===== config.mk =====
export PLATFORM = sky130hd
export DESIGN_NAME = alu_exec_unit
export DESIGN_NICKNAME = d
export VERILOG_FILES = /design/src/rtl/alu_exec_unit_pkg.sv /design/src/rtl/alu_result_fifo.sv /design/src/rtl/alu_exec_unit.sv
export SDC_FILE = /design/constraint.sdc
export NUM_CORES = 1
export LEC_CHECK = 0
export CORE_UTILIZATION = 30
export CTS_CLUSTER_DIAMETER = 100
export DETAILED_ROUTE_END_ITERATION = 10
export HOLD_SLACK_MARGIN = 0.06
export PLACE_DENSITY = 0.49
export SYNTH_ARGS = -nofsm -noshare
export SYNTH_HDL_FRONTEND = slang
export SYNTH_SLANG_ARGS = --single-unit

===== constraint.sdc =====
create_clock -name clk -period 10.7 [get_ports clk]
set_input_delay 2.14 -clock clk [delete_from_list [all_inputs] [get_ports clk]]
set_output_delay 2.14 -clock clk [all_outputs]
set_load 0.005 [all_outputs]

===== src/rtl/alu_exec_unit_pkg.sv =====
// Shared constants, result payload and branch helper for the integer execution unit.
package alu_exec_unit_pkg;

  localparam int unsigned DATA_WID = 32;
  localparam int unsigned ROB_WID  = 4;

  localparam logic [6:0] OPC_OP    = 7'b0110011;
  localparam logic [6:0] OPC_OPIMM = 7'b0010011;
  localparam logic [6:0] OPC_LUI   = 7'b0110111;
  localparam logic [6:0] OPC_AUIPC = 7'b0010111;
  localparam logic [6:0] OPC_JAL   = 7'b1101111;
  localparam logic [6:0] OPC_JALR  = 7'b1100111;
  localparam logic [6:0] OPC_BR    = 7'b1100011;

  localparam logic [2:0] F3_ADD  = 3'b000;
  localparam logic [2:0] F3_SLL  = 3'b001;
  localparam logic [2:0] F3_SLT  = 3'b010;
  localparam logic [2:0] F3_SLTU = 3'b011;
  localparam logic [2:0] F3_XOR  = 3'b100;
  localparam logic [2:0] F3_SR   = 3'b101;
  localparam logic [2:0] F3_OR   = 3'b110;
  localparam logic [2:0] F3_AND  = 3'b111;

  localparam logic [2:0] F3_BEQ  = 3'b000;
  localparam logic [2:0] F3_BNE  = 3'b001;
  localparam logic [2:0] F3_BLT  = 3'b100;
  localparam logic [2:0] F3_BGE  = 3'b101;
  localparam logic [2:0] F3_BLTU = 3'b110;
  localparam logic [2:0] F3_BGEU = 3'b111;

  typedef struct packed {
    logic [DATA_WID-1:0] res;
    logic                jump;
    logic [DATA_WID-1:0] target;
  } alu_result_t;

  // Branch condition on rs1/rs2; reserved funct3 codes never branch.
  function automatic logic br_taken(input logic [2:0] f3,
                                    input logic [DATA_WID-1:0] a,
                                    input logic [DATA_WID-1:0] b);
    case (f3)
      F3_BEQ:  return a == b;
      F3_BNE:  return a != b;
      F3_BLT:  return $signed(a) < $signed(b);
      F3_BGE:  return $signed(a) >= $signed(b);
      F3_BLTU: return a < b;
      F3_BGEU: return a >= b;
      default: return 1'b0;
    endcase
  endfunction

endpackage


===== src/rtl/alu_result_fifo.sv =====
// In-order result queue: synchronous FIFO with push/pop/flush, global enable and occupancy count.
module alu_result_fifo #(
  parameter int unsigned DEPTH = 4,
  parameter int unsigned W     = 8
) (
  input  logic                   clk,
  input  logic                   rst_n,
  input  logic                   en_i,
  input  logic                   flush_i,
  input  logic                   push_i,
  input  logic                   pop_i,
  input  logic [W-1:0]           din_i,
  output logic [W-1:0]           dout_o,
  output logic [$clog2(DEPTH):0] count_o
);

  localparam int unsigned AW = $clog2(DEPTH);
  localparam int unsigned CW = AW + 1;

  logic [W-1:0]  mem_q [DEPTH];
  logic [AW-1:0] wr_q, wr_d, rd_q, rd_d;
  logic [CW-1:0] cnt_q, cnt_d;
  logic          full_c, do_push_c, do_pop_c;

  // A push into a full queue is only accepted when the head leaves in the same cycle.
  assign full_c    = (cnt_q == CW'(DEPTH));
  assign do_pop_c  = en_i && !flush_i && pop_i && (cnt_q != '0);
  assign do_push_c = en_i && !flush_i && push_i && (!full_c || do_pop_c);

  always_comb begin
    wr_d  = wr_q;
    rd_d  = rd_q;
    cnt_d = cnt_q;
    if (en_i && flush_i) begin
      wr_d  = '0;
      rd_d  = '0;
      cnt_d = '0;
    end else begin
      if (do_push_c) wr_d = wr_q + AW'(1);
      if (do_pop_c)  rd_d = rd_q + AW'(1);
      cnt_d = cnt_q + CW'(do_push_c) - CW'(do_pop_c);
    end
  end

  always_ff @(posedge clk) begin
    if (!rst_n) begin
      wr_q  <= '0;
      rd_q  <= '0;
      cnt_q <= '0;
    end else begin
      wr_q  <= wr_d;
      rd_q  <= rd_d;
      cnt_q <= cnt_d;
    end
  end

  always_ff @(posedge clk) begin
    if (do_push_c) mem_q[wr_q] <= din_i;
  end

  assign dout_o  = mem_q[rd_q];
  assign count_o = cnt_q;

  overflow_push_dropped: assert property (@(posedge clk) disable iff (!rst_n)
    !(en_i && !flush_i && push_i && full_c && !do_pop_c));

endmodule


===== src/rtl/alu_exec_unit.sv =====
// RV32I integer execution unit with in-order result queue feeding the result bus.
// Optional `ALU_BYPASS_EN: empty queue forwards the live result in the issue cycle.
module alu_exec_unit
  import alu_exec_unit_pkg::*;
#(
  parameter int unsigned QDEPTH = 4,
  parameter int unsigned ROB_W  = ROB_WID
) (
  input  logic                clk,
  input  logic                rst_n,
  input  logic                rdy,
  input  logic                rollback,
  input  logic                alu_en,
  input  logic [ROB_W-1:0]    alu_rob_pos,
  input  logic [6:0]          alu_opcode,
  input  logic [2:0]          alu_funct3,
  input  logic                alu_funct7,
  input  logic [DATA_WID-1:0] alu_val1,
  input  logic [DATA_WID-1:0] alu_val2,
  input  logic [DATA_WID-1:0] alu_imm,
  input  logic [DATA_WID-1:0] alu_pc,
  output logic                alu_full,
  output logic                alu_done,
  output logic [DATA_WID-1:0] alu_res,
  output logic [ROB_W-1:0]    alu_res_rob_pos,
  output logic                alu_jump,
  output logic [DATA_WID-1:0] alu_target,
  input  logic                cdb_gnt
);

  localparam int unsigned CW = $clog2(QDEPTH) + 1;
  localparam int unsigned EW = ROB_W + $bits(alu_result_t);

  alu_result_t         cmp_c, q_res_c, head_res_c;
  logic [DATA_WID-1:0] op2_c, pc4_c;
  logic [4:0]          shamt_c;
  logic                sub_c;
  logic [EW-1:0]       q_head_c;
  logic [ROB_W-1:0]    q_rob_c, head_rob_c;
  logic [CW-1:0]       count_c;
  logic                q_valid_c, push_c, pop_c, head_valid_c;

  assign op2_c   = (alu_opcode == OPC_OP) ? alu_val2 : alu_imm;
  assign shamt_c = op2_c[4:0];
  assign sub_c   = (alu_opcode == OPC_OP) && alu_funct7;
  assign pc4_c   = alu_pc + DATA_WID'(4);

  // Result and branch outcome for the op on the issue port.
  always_comb begin
    cmp_c        = '0;
    cmp_c.target = pc4_c;
    case (alu_opcode)
      OPC_OP, OPC_OPIMM: begin
        case (alu_funct3)
          F3_ADD:  cmp_c.res = sub_c ? alu_val1 - op2_c : alu_val1 + op2_c;
          F3_SLL:  cmp_c.res = alu_val1 << shamt_c;
          F3_SLT:  cmp_c.res = DATA_WID'($signed(alu_val1) < $signed(op2_c));
          F3_SLTU: cmp_c.res = DATA_WID'(alu_val1 < op2_c);
          F3_XOR:  cmp_c.res = alu_val1 ^ op2_c;
          F3_SR:   cmp_c.res = alu_funct7 ? DATA_WID'($signed(alu_val1) >>> shamt_c)
                                          : alu_val1 >> shamt_c;
          F3_OR:   cmp_c.res = alu_val1 | op2_c;
          default: cmp_c.res = alu_val1 & op2_c;
        endcase
      end
      OPC_LUI:   cmp_c.res = alu_imm;
      OPC_AUIPC: cmp_c.res = alu_pc + alu_imm;
      OPC_JAL: begin
        cmp_c.res    = pc4_c;
        cmp_c.jump   = 1'b1;
        cmp_c.target = alu_pc + alu_imm;
      end
      OPC_JALR: begin
        cmp_c.res    = pc4_c;
        cmp_c.jump   = 1'b1;
        cmp_c.target = (alu_val1 + alu_imm) & ~DATA_WID'(1);
      end
      OPC_BR: begin
        cmp_c.jump   = br_taken(alu_funct3, alu_val1, alu_val2);
        cmp_c.target = alu_pc + alu_imm;
      end
      default: cmp_c.target = '0;
    endcase
  end

  assign q_valid_c = (count_c != '0);
  assign pop_c     = q_valid_c && cdb_gnt;
  assign {q_rob_c, q_res_c} = q_head_c;

`ifdef ALU_BYPASS_EN
  logic byp_c;
  // A granted bypass completes on the bus directly and never occupies a slot.
  assign byp_c        = !q_valid_c && alu_en && !rollback;
  assign push_c       = alu_en && !(byp_c && cdb_gnt);
  assign head_valid_c = q_valid_c || byp_c;
  assign head_rob_c   = byp_c ? alu_rob_pos : q_rob_c;
  assign head_res_c   = byp_c ? cmp_c : q_res_c;
`else
  assign push_c       = alu_en;
  assign head_valid_c = q_valid_c;
  assign head_rob_c   = q_rob_c;
  assign head_res_c   = q_res_c;
`endif

  alu_result_fifo #(
    .DEPTH (QDEPTH),
    .W     (EW)
  ) u_fifo (
    .clk     (clk),
    .rst_n   (rst_n),
    .en_i    (rdy),
    .flush_i (rollback),
    .push_i  (push_c),
    .pop_i   (pop_c),
    .din_i   ({alu_rob_pos, cmp_c}),
    .dout_o  (q_head_c),
    .count_o (count_c)
  );

  // One slot of headroom absorbs an issue already in flight from the RS.
  assign alu_full        = (count_c >= CW'(QDEPTH - 1));
  assign alu_done        = head_valid_c;
  assign alu_res         = head_valid_c ? head_res_c.res    : '0;
  assign alu_jump        = head_valid_c ? head_res_c.jump   : 1'b0;
  assign alu_target      = head_valid_c ? head_res_c.target : '0;
  assign alu_res_rob_pos = head_valid_c ? head_rob_c        : '0;

endmodule


======== After elaboration in Yosys (flattened, before gate mapping) ========
Memories as Yosys holds them, arrays and structs flattened. A register that Yosys moved wholly into a read port is not among the register bits.
Cells that the tools add are included.
storage, ports and cells
  register bits after elaboration ......... 7
  latch bits .............................. 0
  memory bits (writable) .................. 276
  ROM bits ................................ 0
  input port bits ......................... 149
  output and inout bits ................... 71
  memories kept ........................... 1
memories
  memory        depth  bits a word  rd ports  clocked after Yosys merged registers in  wr ports  line                   text
  u_fifo.mem_q  4      69           1         1                                        1         alu_result_fifo.sv:20  logic [W-1:0] mem_q [DEPTH];
cells by class
  add/subtract/negate cells ............... 9
  multiply operators ...................... 0
  div/mod/pow operators ................... 0
  $lt $le $gt $ge ......................... 7
  equal/unequal tests ..................... 17
  shift operators ......................... 3
  multiplexer cells ....................... 16
  bitwise operators ....................... 4
  reductions and logical operators ........ 18
operator list
  cell                                                  count
  case mux 32 bit (7 select lines)                      1
  2-to-1 mux 32 bit                                     5
  less-than comparator 32 bit                           4
  case mux 32 bit (4 select lines)                      1
  adder 32 bit                                          3
  case mux 32 bit (3 select lines)                      1
  greater-or-equal comparator 32 bit                    2
  adder 32 x 3 -> 32 bit (second input constant)        1
  AND 32 bit                                            1
  equality test 32 bit                                  1
  inequality test 32 bit                                1
  OR 32 bit                                             1
  left shift 32 x 5 -> 32 bit                           1
  >> shifter 32 x 5 -> 32 bit                           1
  >>> shifter 32 x 5 -> 32 bit                          1
  subtractor 32 bit                                     1
  bitwise XOR 32 bit                                    1
  equality test 7 bit (second input constant)           3
  equality test 3 bit (second input constant)           5
  equality test 7 x 5 -> 1 bit (second input constant)  2
  equality test 7 x 6 -> 1 bit (second input constant)  2
  logical AND 1 bit                                     8
  OR reduction 2 bit                                    4
  equality test 3 x 2 -> 1 bit (second input constant)  2
  other kinds (16)                                      21

======== Logic depth before layout (Yosys ltp) ========
  word-level depth ........................ 8
  mapped depth ............................ 23
  mapped depth without buffers ............ 15

======== Modules after synthesis ========
A second synthesis with hierarchy kept.
second synthesis, totals
  cell total of the unflattened synthesis .. 2861
  area, all modules ....................... 26351.5 µm²
by module, submodules not included
  module           times used  cells an instance  area an instance (µm²)  sequential area each (µm²)
  alu_exec_unit    1           2447               15905.3                 0.0
  alu_result_fifo  1           414                10446.3                 8468.1

======== Least setup slack after synthesis ========
OpenSTA, ideal clock, no wires.
  path kind ............................... in2reg
  start ................................... in alu_opcode[2]
  end ..................................... mem u_fifo.mem_q[0][58] (netlist bit), data pin
  setup time .............................. 269 ps
  data arrival time ....................... 6473 ps
  slack ................................... 3957 ps
  stages .................................. 22
  path through ............................ buf_2 -> and4b_1 -> buf_6 -> buf_6 -> nand2_4 -> buf_6 -> buf_2 -> buf_1 -> clkbuf_1 -> nor2_1 -> a21o_1 -> ha_1 -> buf_2 -> and3_1 -> nand4_1 -> or4b_2 -> a211oi_1 -> o211ai_1 -> a21oi_1 -> o22ai_1 -> xnor2_1 -> a211o_1
RTL lines
  item             line                   text
  start, declared  alu_exec_unit.sv:15    input logic [6:0] alu_opcode,
  end, declared    alu_result_fifo.sv:20

==> summary.txt <==
Run
  • Max-cap viol count: 0

Floorplanning
  • Core footprint: approximately 90,000 sq um
  • Row cnt: 110
  • Die footprint: 92,900 sq um
  • Initial Util: 30.4%
  • Die W: 305 microns
  • Die height: approximately 300 microns
  • I/O pin cnt: 220

Synth
  • Syn. warnings: 0
  • Post-synth top area share: 30.1%
  • Async set-reset flop share out of synthesis: 0%
  • Post-synth cell types: approximately 120
  • Register area share after synthesis: between 30 and 40%
  • Post-synthesis cell area: approximately 27,000 sq um
  • Syn_nets: 3,393
  • Syn Inst Count: ~3,000
  • #FFs+latches synth: between 200 and 300
  • Post-synth EDFFs: about 280
  • Syn avg cell area: roughly 9.0 sq um
  • Main area contributors after synthesis: edfxtp_1 30%, ha_1 8.7%, mux4_2 6.3%
  • Synth Flop Type: edfxtp_1
  • Cell taking the most area after synthesis: edfxtp_1

Pwr
  • P_int: approximately 2.2 mW
  • Clock network fraction of total power: just under 30%
  • Seq pwr share: a little over a third
  • Leakage: 11.5 nW
  • Psw: 1.19 mW
  • Switching share of total power: between 30% and 40%
  • Logic pwr share: between 30% and 40%
  • Max rail drop VDD: roughly 110 uV
  • PwrDens: 107 nW/um^2

Clock tree
  • Clock Path Buffers: 3
  • TritonCTS Buffers: 31
  • Postcts setup bufs: 0
  • Clock sink count: approximately 290
  • CTS Root Cell: clkbuf_16
  • H-tree levels: 1
  • # resized after CTS: 0
  • Worst-path clk slew: around 0.06 ns
  • Later-pin clock latency in the skew report: between 0.5 and 0.6 ns
  • CTS Hold Bufs: 0
  • CTS tree: done

Worst setup path
  • Crit-path slowest cell: a211oi_1
  • Crit path depth: 15
  • Critical path buffer and inverter count: 2
  • Flop2flop setup slack: around 8.0 ns
  • Reg2reg path depth: 10
  • Crit-path cells: clkdlybuf4s50_1, and4b_1, buf_4, nand2_4, a21o_1, ha_1, and3_1, nand4_1, or4b_2, a211oi_1, o21ai_0, a41oi_1, o41ai_2, xnor2_1, o21ai_0
  • Top Family by Delay on Critical Path: simple AND/OR/NAND/NOR gates
  • Worst EP arrival: 8.24 ns
  • Cell mode on critical path: o21ai_0
  • Crit path kind: input port to flop
  • Critical path endpoint category: flop
  • Required time of the critical path: about 11 ns
  • Critical Path Source Type: input port
  • CP peak stage delay: 0.85 ns
  • Worst Path Max Fanout: 76

Global routing
  • Vias in the first global route: 26,000
  • Antenna violations before repair: 12
  • M3 GR Usage: between 5 and 6%
  • First-pass GRT wire length: 195,000 microns
  • Grt met2 use: about 43%
  • Gr usage total: slightly below 30%
  • Largest net degree at the start of global routing: 77
  • Met1 Track Usage GR: between 30% and 40%
  • Grt peak-use layer: met2
  • Total grt overflow: 0

STA
  • Total Neg Setup Slack: 0 ns
  • Period utilization: around 74%
  • # setup viols final: 0
  • F_max: ~0.13 GHz
  • RSZ-0062 raised after global routing: no
  • Slew @ Worst Pin: between 1 and 1.5 ns
  • Pins over their slew limit: 0
  • Slew HR: around 5.5%
  • Clock skew: approximately 0.012 ns
  • Tmin final: a little under 8 ns
  • Final hold viol count: 0

Detailed routing
  • Vias/cell: 6.28
  • Drc violations: 0
  • 1st-iter DRT viols: 3,599
  • Total wire length: ~140,000 microns
  • Post-DR wirelength/cell: between 30 and 40 microns
  • First-pass DRT Iterations: 8
  • Antenna Nets Post-Route: 0
  • Vias: between 20,000 and 30,000

Final layout
  • # nets final: approximately 3,500
  • Most common cell after layout, fill and taps aside: edfxtp_1
  • Layout Cells excl Fill: roughly 4,400
  • Ratio of cells with drive above 1 in the final layout: under 10%
  • Final instance area: between 30,000 and 40,000 sq um
  • Most frequent cells in the layout: 276 x edfxtp_1, 219 x o21ai_0, 219 x clkdlybuf4s50_1
  • Util after Layout: a little over a third
  • Area Growth Syn to Fin: 16.1%

Placed design
  • Placed Area: around 31,000 sq um
  • Placed insts: 4,324
  • Port Buffers: roughly 220
  • Detailed placement HPWL: 108,000 microns
  • GPL Wtd Cong: approximately 1.0

Hold path
  • Type of the most critical hold path: flop to flop
  • Hold path depth: 2

Run status
  • Outcome: complete, no violations
## power groups by stage
stage / logic, mW / clock network, mW / registers (mW)
global route: 1.23 / 1.08 / 1.23
finish: 1.17 / 1.01 / 1.23
global placement: 1.13 / 0 / 1.26
floorplan: 0.650 / 0 / 1.26
detailed placement: 1.12 / 0 / 1.26
CTS: 1.13 / 1.04 / 1.23
## worst reg2reg max path, stage by stage, from the launching register on
cell and delay (ns):
dfxtp_1 0.35, or3_2 0.45, buf_4 0.33, and4b_1 0.37
ha_1 0.28, inv_1 0.05, ha_1 0.13, inv_1 0.05
fa_1 0.39, xor2_1 0.16, nor2_1 0.05
## registers in the layout (all words and copies together) (netlist names), named ones only
signal          flops
u_fifo.rd_q         2
u_fifo.count_o      3
u_fifo.mem_q      276
u_fifo.wr_q         2
## area by class of cell
cell class / count / area [sq um]
inverter: 165 / 623
fill: 9357 / 58500
tap: 1176 / 1470
multi-input combinational: 2397 / 17600
sequential: 285 / 8480
antenna: 6 / 15.0
timing repair buffer: 301 / 2810
clock inverter: 24 / 176
clock buffer: 34 / 787
## synth_stat cells, types with 15 or more instances
cell type,n
a211oi_1,67
a21o_1,73
a21oi_1,202
a221oi_1,18
a22o_1,21
a22oi_1,26
a31oi_1,30
and2_1,86
and3_1,25
buf_1,15
buf_2,33
clkbuf_1,144
edfxtp_1,276
ha_1,191
inv_1,158
mux2i_1,33
mux4_2,77
nand2_1,206
nand2b_1,51
nand3_1,99
nand4_1,51
nor2_1,199
nor3_1,86
nor4_1,23
o211ai_1,51
o21a_1,25
o21ai_0,219
o21ai_1,17
o21bai_1,24
o221ai_1,43
o22ai_1,27
o31ai_1,22
xnor2_1,70
xor2_1,45
## cell families after synthesis
family                   share of synthesized area [%]
adder cells (fa/ha/maj)                           8.98
multiplexers                                      8.01
flip-flops                                        30.8
buffers and inverters                             5.41
XOR/XNOR                                          3.66
AO/OA/AOI/OAI                                     26.2
AND/OR/NAND/NOR                                   17.0
## path summary, 6_finish.rpt
check | start | endpoint
min reg2reg | u_fifo.rd_q[1]$_SDFFE_PP0P_ | u_fifo.rd_q[1]$_SDFFE_PP0P_
min | u_fifo.rd_q[1]$_SDFFE_PP0P_ | u_fifo.rd_q[1]$_SDFFE_PP0P_
max | alu_opcode[2] | u_fifo.mem_q[3][62]$_DFFE_PP_
max reg2reg | u_fifo.count_o[1]$_SDFF_PP0_ | u_fifo.count_o[2]$_SDFF_PP0_
## per-stage QoR
stage                     hold slack (ns)  power [mW]  worst slack [ns]
after floorplan                     0.485        1.91              3.96
after global placement              0.517        2.39              2.44
after detailed placement            0.517        2.38              2.39
after CTS                           0.531        3.40              2.98
after global routing                0.554        3.54              2.65
final                               0.534        3.41              2.81
## layer usage
layer | up-vias | share of wire, %
met2 | 1585 | 43
li1 | 12100 | -
met3 | 326 | 9.5
met1 | 13600 | 42
met5 | - | 0.037
met4 | 6 | 5.6
Power figures use the tool's default switching activity.
